$ cat config.mk
export PLATFORM = sky130hd
export DESIGN_NAME = devbus_hub
export DESIGN_NICKNAME = d
export VERILOG_FILES = /design/src/rtl/devbus_pkg.sv /design/src/rtl/devbus_fifo.sv /design/src/rtl/devbus_hub.sv
export SDC_FILE = /design/constraint.sdc
export NUM_CORES = 1
export LEC_CHECK = 0
export ABC_AREA = 1
export ABC_CLOCK_PERIOD_IN_PS = 9800
export CORE_MARGIN = 4
export CORE_UTILIZATION = 45
export DETAILED_ROUTE_END_ITERATION = 7
export GPL_TIMING_DRIVEN = 0
export MAX_ROUTING_LAYER = met4
export PLACE_DENSITY = 0.78
export RECOVER_POWER = 50
export SYNTH_ARGS = -nofsm -noshare
export SYNTH_HDL_FRONTEND = slang
export SYNTH_SLANG_ARGS = --single-unit
$ cat constraint.sdc
create_clock -name clk -period 9.8 [get_ports clk]
set_input_delay 2.94 -clock clk [delete_from_list [all_inputs] [get_ports clk]]
set_output_delay 2.94 -clock clk [all_outputs]
set_load 0.03 [all_outputs]
$ cat src/rtl/devbus_pkg.sv
// Shared types and constants for the device-bus hub.
package devbus_pkg;

  typedef enum logic [1:0] {
    ST_IDLE  = 2'd0,
    ST_WAIT  = 2'd1,
    ST_FAULT = 2'd2
  } state_t;

  // Value returned on a read that times out; sliced down to the bus width (max 64 bits).
  localparam logic [63:0] RD_FAULT_VALUE = '1;

endpackage

$ cat src/rtl/devbus_fifo.sv
// Synchronous FIFO with power-of-two depth; an extra wrap bit on each pointer separates full from empty.
module devbus_fifo #(
  parameter int WIDTH = 8,
  parameter int DEPTH = 4
) (
  input  logic             clk,
  input  logic             reset,
  input  logic             push,
  input  logic             pop,
  input  logic [WIDTH-1:0] wdata,
  output logic [WIDTH-1:0] rdata,
  output logic             full,
  output logic             empty
);

  localparam int AW = $clog2(DEPTH);
  localparam int PW = AW + 1;

  logic [WIDTH-1:0] mem [DEPTH];
  logic [PW-1:0]    wr_ptr;
  logic [PW-1:0]    rd_ptr;
  logic             do_push;
  logic             do_pop;

  assign empty   = (wr_ptr == rd_ptr);
  assign full    = (wr_ptr[AW] != rd_ptr[AW]) && (wr_ptr[AW-1:0] == rd_ptr[AW-1:0]);
  assign rdata   = mem[rd_ptr[AW-1:0]];
  assign do_push = push && !full;
  assign do_pop  = pop && !empty;

  always_ff @(posedge clk) begin
    if (reset) begin
      wr_ptr <= '0;
      rd_ptr <= '0;
    end else begin
      if (do_push) wr_ptr <= wr_ptr + PW'(1);
      if (do_pop)  rd_ptr <= rd_ptr + PW'(1);
    end
  end

  always_ff @(posedge clk) begin
    if (do_push) mem[wr_ptr[AW-1:0]] <= wdata;
  end

endmodule

$ cat src/rtl/devbus_hub.sv
// Device-bus hub: N_DEV TX FIFOs and RX holding registers between the CPU main bus and devices.
// Optional stall timeout with sticky fault is enabled by defining DEVBUS_TIMEOUT_EN.
module devbus_hub
  import devbus_pkg::*;
#(
  parameter int WIDTH_MAIN = 8,
  parameter int N_DEV      = 6,
  parameter int TX_DEPTH   = 4,
  parameter int TIMEOUT    = 255
) (
  input  logic                        clk,
  input  logic                        reset,
  input  logic [WIDTH_MAIN-1:0]       main_in,
  input  logic [N_DEV-1:0]            dev_load_main,
  input  logic [N_DEV-1:0]            dev_assert_main,
  output logic [WIDTH_MAIN-1:0]       main_out,
  output logic                        main_oe,
  output logic                        stall,
  output logic                        bus_err,
  output logic                        fault,
  output logic [N_DEV*WIDTH_MAIN-1:0] tx_data,
  output logic [N_DEV-1:0]            tx_valid,
  input  logic [N_DEV-1:0]            tx_ready,
  input  logic [N_DEV*WIDTH_MAIN-1:0] rx_data,
  input  logic [N_DEV-1:0]            rx_valid,
  output logic [N_DEV-1:0]            rx_ready
);

  if (TX_DEPTH < 2 || (TX_DEPTH & (TX_DEPTH - 1)) != 0 || TIMEOUT < 2) begin : g_param_check
    $error("devbus_hub: TX_DEPTH must be a power of two >= 2 and TIMEOUT >= 2");
  end

  // Device handshakes: a byte moves on any cycle where valid && ready are both high.
  state_t                state, state_n;
  logic [N_DEV-1:0]      fifo_full, fifo_empty, push, pop;
  logic [N_DEV-1:0]      wr_req, rd_req, serve, capture, rx_full;
  logic [WIDTH_MAIN-1:0] rx_reg [N_DEV];
  logic                  req_any, req_multi, req_ok, blocked, fault_cycle;

  assign req_any   = |{dev_load_main, dev_assert_main};
  assign req_multi = !$onehot0({dev_load_main, dev_assert_main});
  assign req_ok    = req_any && !req_multi;
  assign wr_req    = req_ok ? dev_load_main   : '0;
  assign rd_req    = req_ok ? dev_assert_main : '0;
  assign blocked   = |(wr_req & fifo_full) || |(rd_req & ~rx_full);

  assign fault_cycle = (state == ST_FAULT);
  assign stall       = blocked && !fault_cycle;
  assign bus_err     = req_multi;

  assign push     = wr_req & ~fifo_full & {N_DEV{!fault_cycle}};
  assign pop      = ~fifo_empty & tx_ready;
  assign tx_valid = ~fifo_empty;
  assign serve    = rd_req & rx_full & {N_DEV{!fault_cycle}};
  assign capture  = rx_valid & ~rx_full;
  assign rx_ready = ~rx_full;

  for (genvar i = 0; i < N_DEV; i++) begin : g_ch
    devbus_fifo #(
      .WIDTH(WIDTH_MAIN),
      .DEPTH(TX_DEPTH)
    ) u_fifo (
      .clk  (clk),
      .reset(reset),
      .push (push[i]),
      .pop  (pop[i]),
      .wdata(main_in),
      .rdata(tx_data[i*WIDTH_MAIN +: WIDTH_MAIN]),
      .full (fifo_full[i]),
      .empty(fifo_empty[i])
    );
  end

  always_ff @(posedge clk) begin
    if (reset) rx_full <= '0;
    else       rx_full <= (rx_full & ~serve) | capture;
  end

  always_ff @(posedge clk) begin
    for (int i = 0; i < N_DEV; i++) begin
      if (capture[i]) rx_reg[i] <= rx_data[i*WIDTH_MAIN +: WIDTH_MAIN];
    end
  end

  always_comb begin
    main_out = '0;
    main_oe  = 1'b0;
    for (int i = 0; i < N_DEV; i++) begin
      if (serve[i]) begin
        main_out = rx_reg[i];
        main_oe  = 1'b1;
      end
    end
    if (fault_cycle && |rd_req) begin
      main_out = RD_FAULT_VALUE[WIDTH_MAIN-1:0];
      main_oe  = 1'b1;
    end
  end

`ifdef DEVBUS_TIMEOUT_EN
  localparam int CNT_W = $clog2(TIMEOUT + 1);
  logic [CNT_W-1:0] cnt, cnt_n;
  logic             fault_q;

  // IDLE contributes the first stall cycle, so WAIT gives up after TIMEOUT-1 more.
  always_comb begin
    state_n = state;
    cnt_n   = cnt;
    case (state)
      ST_IDLE: if (blocked) begin
        state_n = ST_WAIT;
        cnt_n   = '0;
      end
      ST_WAIT: begin
        if (!blocked)                       state_n = ST_IDLE;
        else if (cnt == CNT_W'(TIMEOUT - 2)) state_n = ST_FAULT;
        else                                cnt_n   = cnt + CNT_W'(1);
      end
      ST_FAULT: state_n = ST_IDLE;
      default:  state_n = ST_IDLE;
    endcase
  end

  always_ff @(posedge clk) begin
    if (reset) begin
      state   <= ST_IDLE;
      cnt     <= '0;
      fault_q <= 1'b0;
    end else begin
      state   <= state_n;
      cnt     <= cnt_n;
      fault_q <= fault_q || (state_n == ST_FAULT);
    end
  end

  assign fault = fault_q;
`else
  always_comb begin
    state_n = state;
    case (state)
      ST_IDLE: if (blocked)  state_n = ST_WAIT;
      ST_WAIT: if (!blocked) state_n = ST_IDLE;
      default:               state_n = ST_IDLE;
    endcase
  end

  always_ff @(posedge clk) begin
    if (reset) state <= ST_IDLE;
    else       state <= state_n;
  end

  assign fault = 1'b0;
`endif

endmodule

==> out/summary.log <==
[pwr] switching power 1.45 mW
[floorplan] total I/O pin count 154
[placed_design] detailed placer's ending HPWL 19500 µm
[drt] wirelength, routed 28400 µm
[sta] final setup violation count 10
[logic_synthesis] warning count from the yosys run 0
[sta] Slew @ Worst Pin 1.08 ns
[flow_run] max-cap violation count 0
[global_route] overall track demand over capacity in global routing 18.6%
[finish] Fill cells 2126
[floorplan] Core ar. 27000 µm²
[logic_synthesis] Mapped Cells 1062
[logic_synthesis] area of the mapped netlist 12300 µm²
[pwr] standby leakage power 5.62 nW
[drt] total number of vias 8394
[logic_synthesis] number of different library cells in the post-synthesis netlist 33
[finish] core occupancy in the finished layout 57.5%
[logic_synthesis] dominant synthesized flop cell sky130_fd_sc_hd__edfxtp_1
[finish] summed area of non-filler cells in the final layout 15500 µm²
[cts] Root Buffer Master sky130_fd_sc_hd__clkbuf_16
[placed_design] Placement Setup Slack -1.60 ns
[worst_setup_path] worst stage delay on the critical path 0.54 ns
[pwr] IR Drop Worst-Case VDD 202 µV
[finish] flip-flop count of the largest register, all copies and words added 192
[hold_path] class of the worst hold path reg -> reg
[cts] insertion delay of the later-clocked pin in the worst-skew pair 0.54 ns
[sta] Fmax 97.0 MHz
[cts] TritonCTS clock tree built
[placed_design] port bufs 151
[placed_design] weighted congestion at the end of routability-driven global placement 0.865
[drt] post-route ant nets 0
[floorplan] floorplan die height 174 µm
[worst_setup_path] crit path max-delay cell type sky130_fd_sc_hd__fa_1
[sta] Final Hold Fails 0
[cts] Max Root-Sink Buffers 3
[sta] final worst setup slack -0.508 ns
[drt] DRC errors left 0
[worst_setup_path] endpoint type of the worst setup path primary output
[logic_synthesis] count of flip-flops with a built-in enable after synthesis 240
[floorplan] total die area 30100 µm²
[worst_setup_path] cell chain of the critical path buf_8 > fa_1 > fa_1 > inv_2 > fa_1 > fa_1 > inv_1 > ha_2 > inv_2 > fa_1 > inv_1 > nor2_2 > nand3_2 > nor2_4 > nand2_4 > buf_12 > nor3_4 > buf_6 > a21oi_2 > o21ai_1 > nand2_1 > nand2_2 > buf_6
[global_route] wire length of the first global-routing pass 43700 µm
[cts] number of buffers inserted by hold repair at cts 0
[cts] clock transition at the registers of the reported paths 0.06 ns
[drt] mean number of vias per cell 5.15
[worst_setup_path] endpoint required time on the critical path 6.86 ns
[worst_setup_path] nature of the critical path startpoint primary input
[pwr] power density over cell area 263 nW/µm²
[sta] Final Cycle Share 105%
[cts] number of levels the H-tree was split into 1
[worst_setup_path] CP most frequent cell sky130_fd_sc_hd__fa_1
[finish] number of nets in the finished design 1389
[logic_synthesis] average cell area after synthesis 11.6 µm²
[drt] average wire length per cell after detail routing 17.4 µm
[cts] clock buffers created by TritonCTS 29
[finish] fraction of layout instances using a drive strength above 1 11.0%
[finish] area overhead of the layout relative to synthesis 25.7%
[placed_design] placement-stage cell area 14300 µm²
[logic_synthesis] flop and latch count out of synthesis 294
[worst_setup_path] worst setup path category in -> out
[drt] detailed-routing iteration count for the pre-antenna-repair pass 7
[sta] post-route clock skew 0.0104 ns
[global_route] maximum number of pins on one net before global-route repair 25
[drt] Starting DRT DRC Count 555
[pwr] proportion of power drawn by flip-flops and latches 38.7%
[global_route] vias in the first global route 8577
[global_route] antenna violations before repair 1
[sta] worst-case headroom to the max-slew limit 28.0%
[pwr] Logic pwr share 36.7%
[sta] Tmin final 10.31 ns
[worst_setup_path] Max Fanout on Critical Path 5
[pwr] sum of internal, switching and leakage power 4.08 mW
[floorplan] cell row count 60
[run_status] outcome complete, but fails checks
[sta] number of max-slew violations in the final report 0
[worst_setup_path] endpoint arrival time on the critical path 7.37 ns
[logic_synthesis] register area share after synthesis 67.2%
[sta] unrepaired setup endpoints after global routing yes
[floorplan] initial standard-cell utilization of the core 45.7%
[pwr] net switching fraction of the power 35.7%
[cts] Num Clock Sinks 294
[floorplan] overall die width 174 µm
[logic_synthesis] net count of the mapped netlist 1186
[global_route] Overflow after GRT 0
[worst_setup_path] flop2flop setup slack 7.67 ns
[pwr] Cell Int Power 2.62 mW
[logic_synthesis] fraction of registers with async set or reset after synthesis 0%
[pwr] Clock Power Share 24.6%
[run_status] violations in the final reports negative setup slack
==> cell families (layout without fill, tap and decap cells) <==
family                     Yosys count  count (layout)  share of synthesized area, %
and+or+nand+nor                    349             349                          12.9
buffers and inverters              147             372                          4.64
other                                1               2                        0.0304
AOI/OAI and AO/OA                  216             216                          9.58
adders and majority gates           42              42                          4.69
xor gates and xnor gates            13              13                         0.924
DFF                                294             294                          67.2
==> metrics by stage <==
| step | hold WS [ns] | TNS [ns] | cells |
|---|---|---|---|
| after detailed placement | 0.519 | -15.46 | 1554 |
| final | 0.519 | -4.26 | 1629 |
| after global routing | 0.559 | -6.49 | 1629 |
| after global placement | 0.510 | -14.59 | 1554 |
| after floorplan | 0.486 | 0 | 1062 |
| after CTS | 0.528 | -5.32 | 1619 |
==> synth_stat cells, types with 2 or more instances <==
library cell / n / share of area [%]
sky130_fd_sc_hd__edfxtp_1: 240 / 58
sky130_fd_sc_hd__nor3b_2: 3 / 0.30
sky130_fd_sc_hd__a21oi_1: 37 / 1.5
sky130_fd_sc_hd__nor3_1: 12 / 0.49
sky130_fd_sc_hd__inv_1: 119 / 3.6
sky130_fd_sc_hd__nand3_4: 2 / 0.28
sky130_fd_sc_hd__a211oi_1: 12 / 0.73
sky130_fd_sc_hd__nand4_1: 9 / 0.46
sky130_fd_sc_hd__o21bai_1: 2 / 0.12
sky130_fd_sc_hd__nor3b_1: 9 / 0.55
sky130_fd_sc_hd__buf_6: 2 / 0.18
sky130_fd_sc_hd__fa_1: 7 / 1.1
sky130_fd_sc_hd__dfxtp_1: 54 / 8.8
sky130_fd_sc_hd__clkbuf_1: 18 / 0.55
sky130_fd_sc_hd__nor3_4: 5 / 0.66
sky130_fd_sc_hd__nor2_4: 5 / 0.46
sky130_fd_sc_hd__o22ai_1: 48 / 2.4
sky130_fd_sc_hd__nor2_1: 170 / 5.2
sky130_fd_sc_hd__o21ai_0: 109 / 4.4
sky130_fd_sc_hd__o31ai_1: 2 / 0.12
sky130_fd_sc_hd__nand3_1: 19 / 0.77
sky130_fd_sc_hd__nor2_2: 2 / 0.10
sky130_fd_sc_hd__xnor2_1: 13 / 0.92
sky130_fd_sc_hd__nand3_2: 4 / 0.32
sky130_fd_sc_hd__o21ai_1: 6 / 0.24
sky130_fd_sc_hd__inv_2: 5 / 0.15
sky130_fd_sc_hd__ha_1: 35 / 3.6
sky130_fd_sc_hd__nand2_1: 108 / 3.3
==> critical path: cells and delay by family <==
kind / cells / cell delay (ns)
simple gates: 7 / 0.82
fa+ha+maj: 6 / 2.67
compound gates: 2 / 0.22
buf+inv: 8 / 0.72
==> repair_timing <==
| item | in CTS | in global routing |
|---|---|---|
| buffers inserted | 11 | 11 |
| hold endpoints to repair | 0 | 0 |
| setup endpoints to repair | 11 | 11 |
| pin swaps | 21 | 28 |
| cloned | 1 | 0 |
| gates resized for setup | 119 | 50 |
==> final cells by class <==
cell class	instances	area, µm²	share of cell area, %
inverter	125	478	3.08
multi-input combinational	621	3640	23.5
tap	341	427	2.75
buffer	22	121	0.783
antenna	1	2.50	0.0161
clock buffer	43	788	5.09
sequential	294	8290	53.5
timing repair buffer	172	1690	10.9
clock inverter	10	58.8	0.379
==> layout by cell type, fill, tap and decap left out, types with 18 or more instances in the layout <==
cell type	n
sky130_fd_sc_hd__ha_1	34
sky130_fd_sc_hd__clkbuf_16	29
sky130_fd_sc_hd__nor2_1	166
sky130_fd_sc_hd__clkdlybuf4s50_1	65
sky130_fd_sc_hd__nand3_1	18
sky130_fd_sc_hd__a21oi_1	33
sky130_fd_sc_hd__nand2_1	96
sky130_fd_sc_hd__dfxtp_1	54
sky130_fd_sc_hd__buf_4	19
sky130_fd_sc_hd__o22ai_1	48
sky130_fd_sc_hd__o21ai_0	104
sky130_fd_sc_hd__dlygate4sd3_1	68
sky130_fd_sc_hd__edfxtp_1	240
sky130_fd_sc_hd__inv_1	116
sky130_fd_sc_hd__clkbuf_1	30
==> power groups by stage <==
stage                     combinational [mW]  clock [mW]  sequential [mW]
after global placement                  1.34           0             1.59
final                                   1.50        1.00             1.58
after CTS                               1.46        1.02             1.58
after global routing                    1.62        1.07             1.59
after detailed placement                1.37           0             1.60
after floorplan                        0.863           0             1.58
==> layer usage <==
metal  vias up  global-route usage (%)  wire length (µm)
met5         -                       -                 0
met4         0                    4.86               709
met3        59                    4.21              2150
met2       286                    31.9             14000
met1      3945                    22.2             11600
li1       4104                       -                 -
==> path summary, 6_finish.rpt <==
path,start,endpoint,cells after the start
worst min-delay path,g_ch[0].u_fifo.wr_ptr[0]$_SDFFE_PP0P_,g_ch[0].u_fifo.wr_ptr[0]$_SDFFE_PP0P_,2
worst min register to register,g_ch[0].u_fifo.wr_ptr[0]$_SDFFE_PP0P_,g_ch[0].u_fifo.wr_ptr[0]$_SDFFE_PP0P_,2
worst max register to register,g_ch[0].u_fifo.wr_ptr[0]$_SDFFE_PP0P_,g_ch[0].u_fifo.mem[0][1]$_DFFE_PP_,7
worst max-delay path,dev_load_main[0],main_out[2],23
No activity file was read; power rests on OpenSTA's default activity.
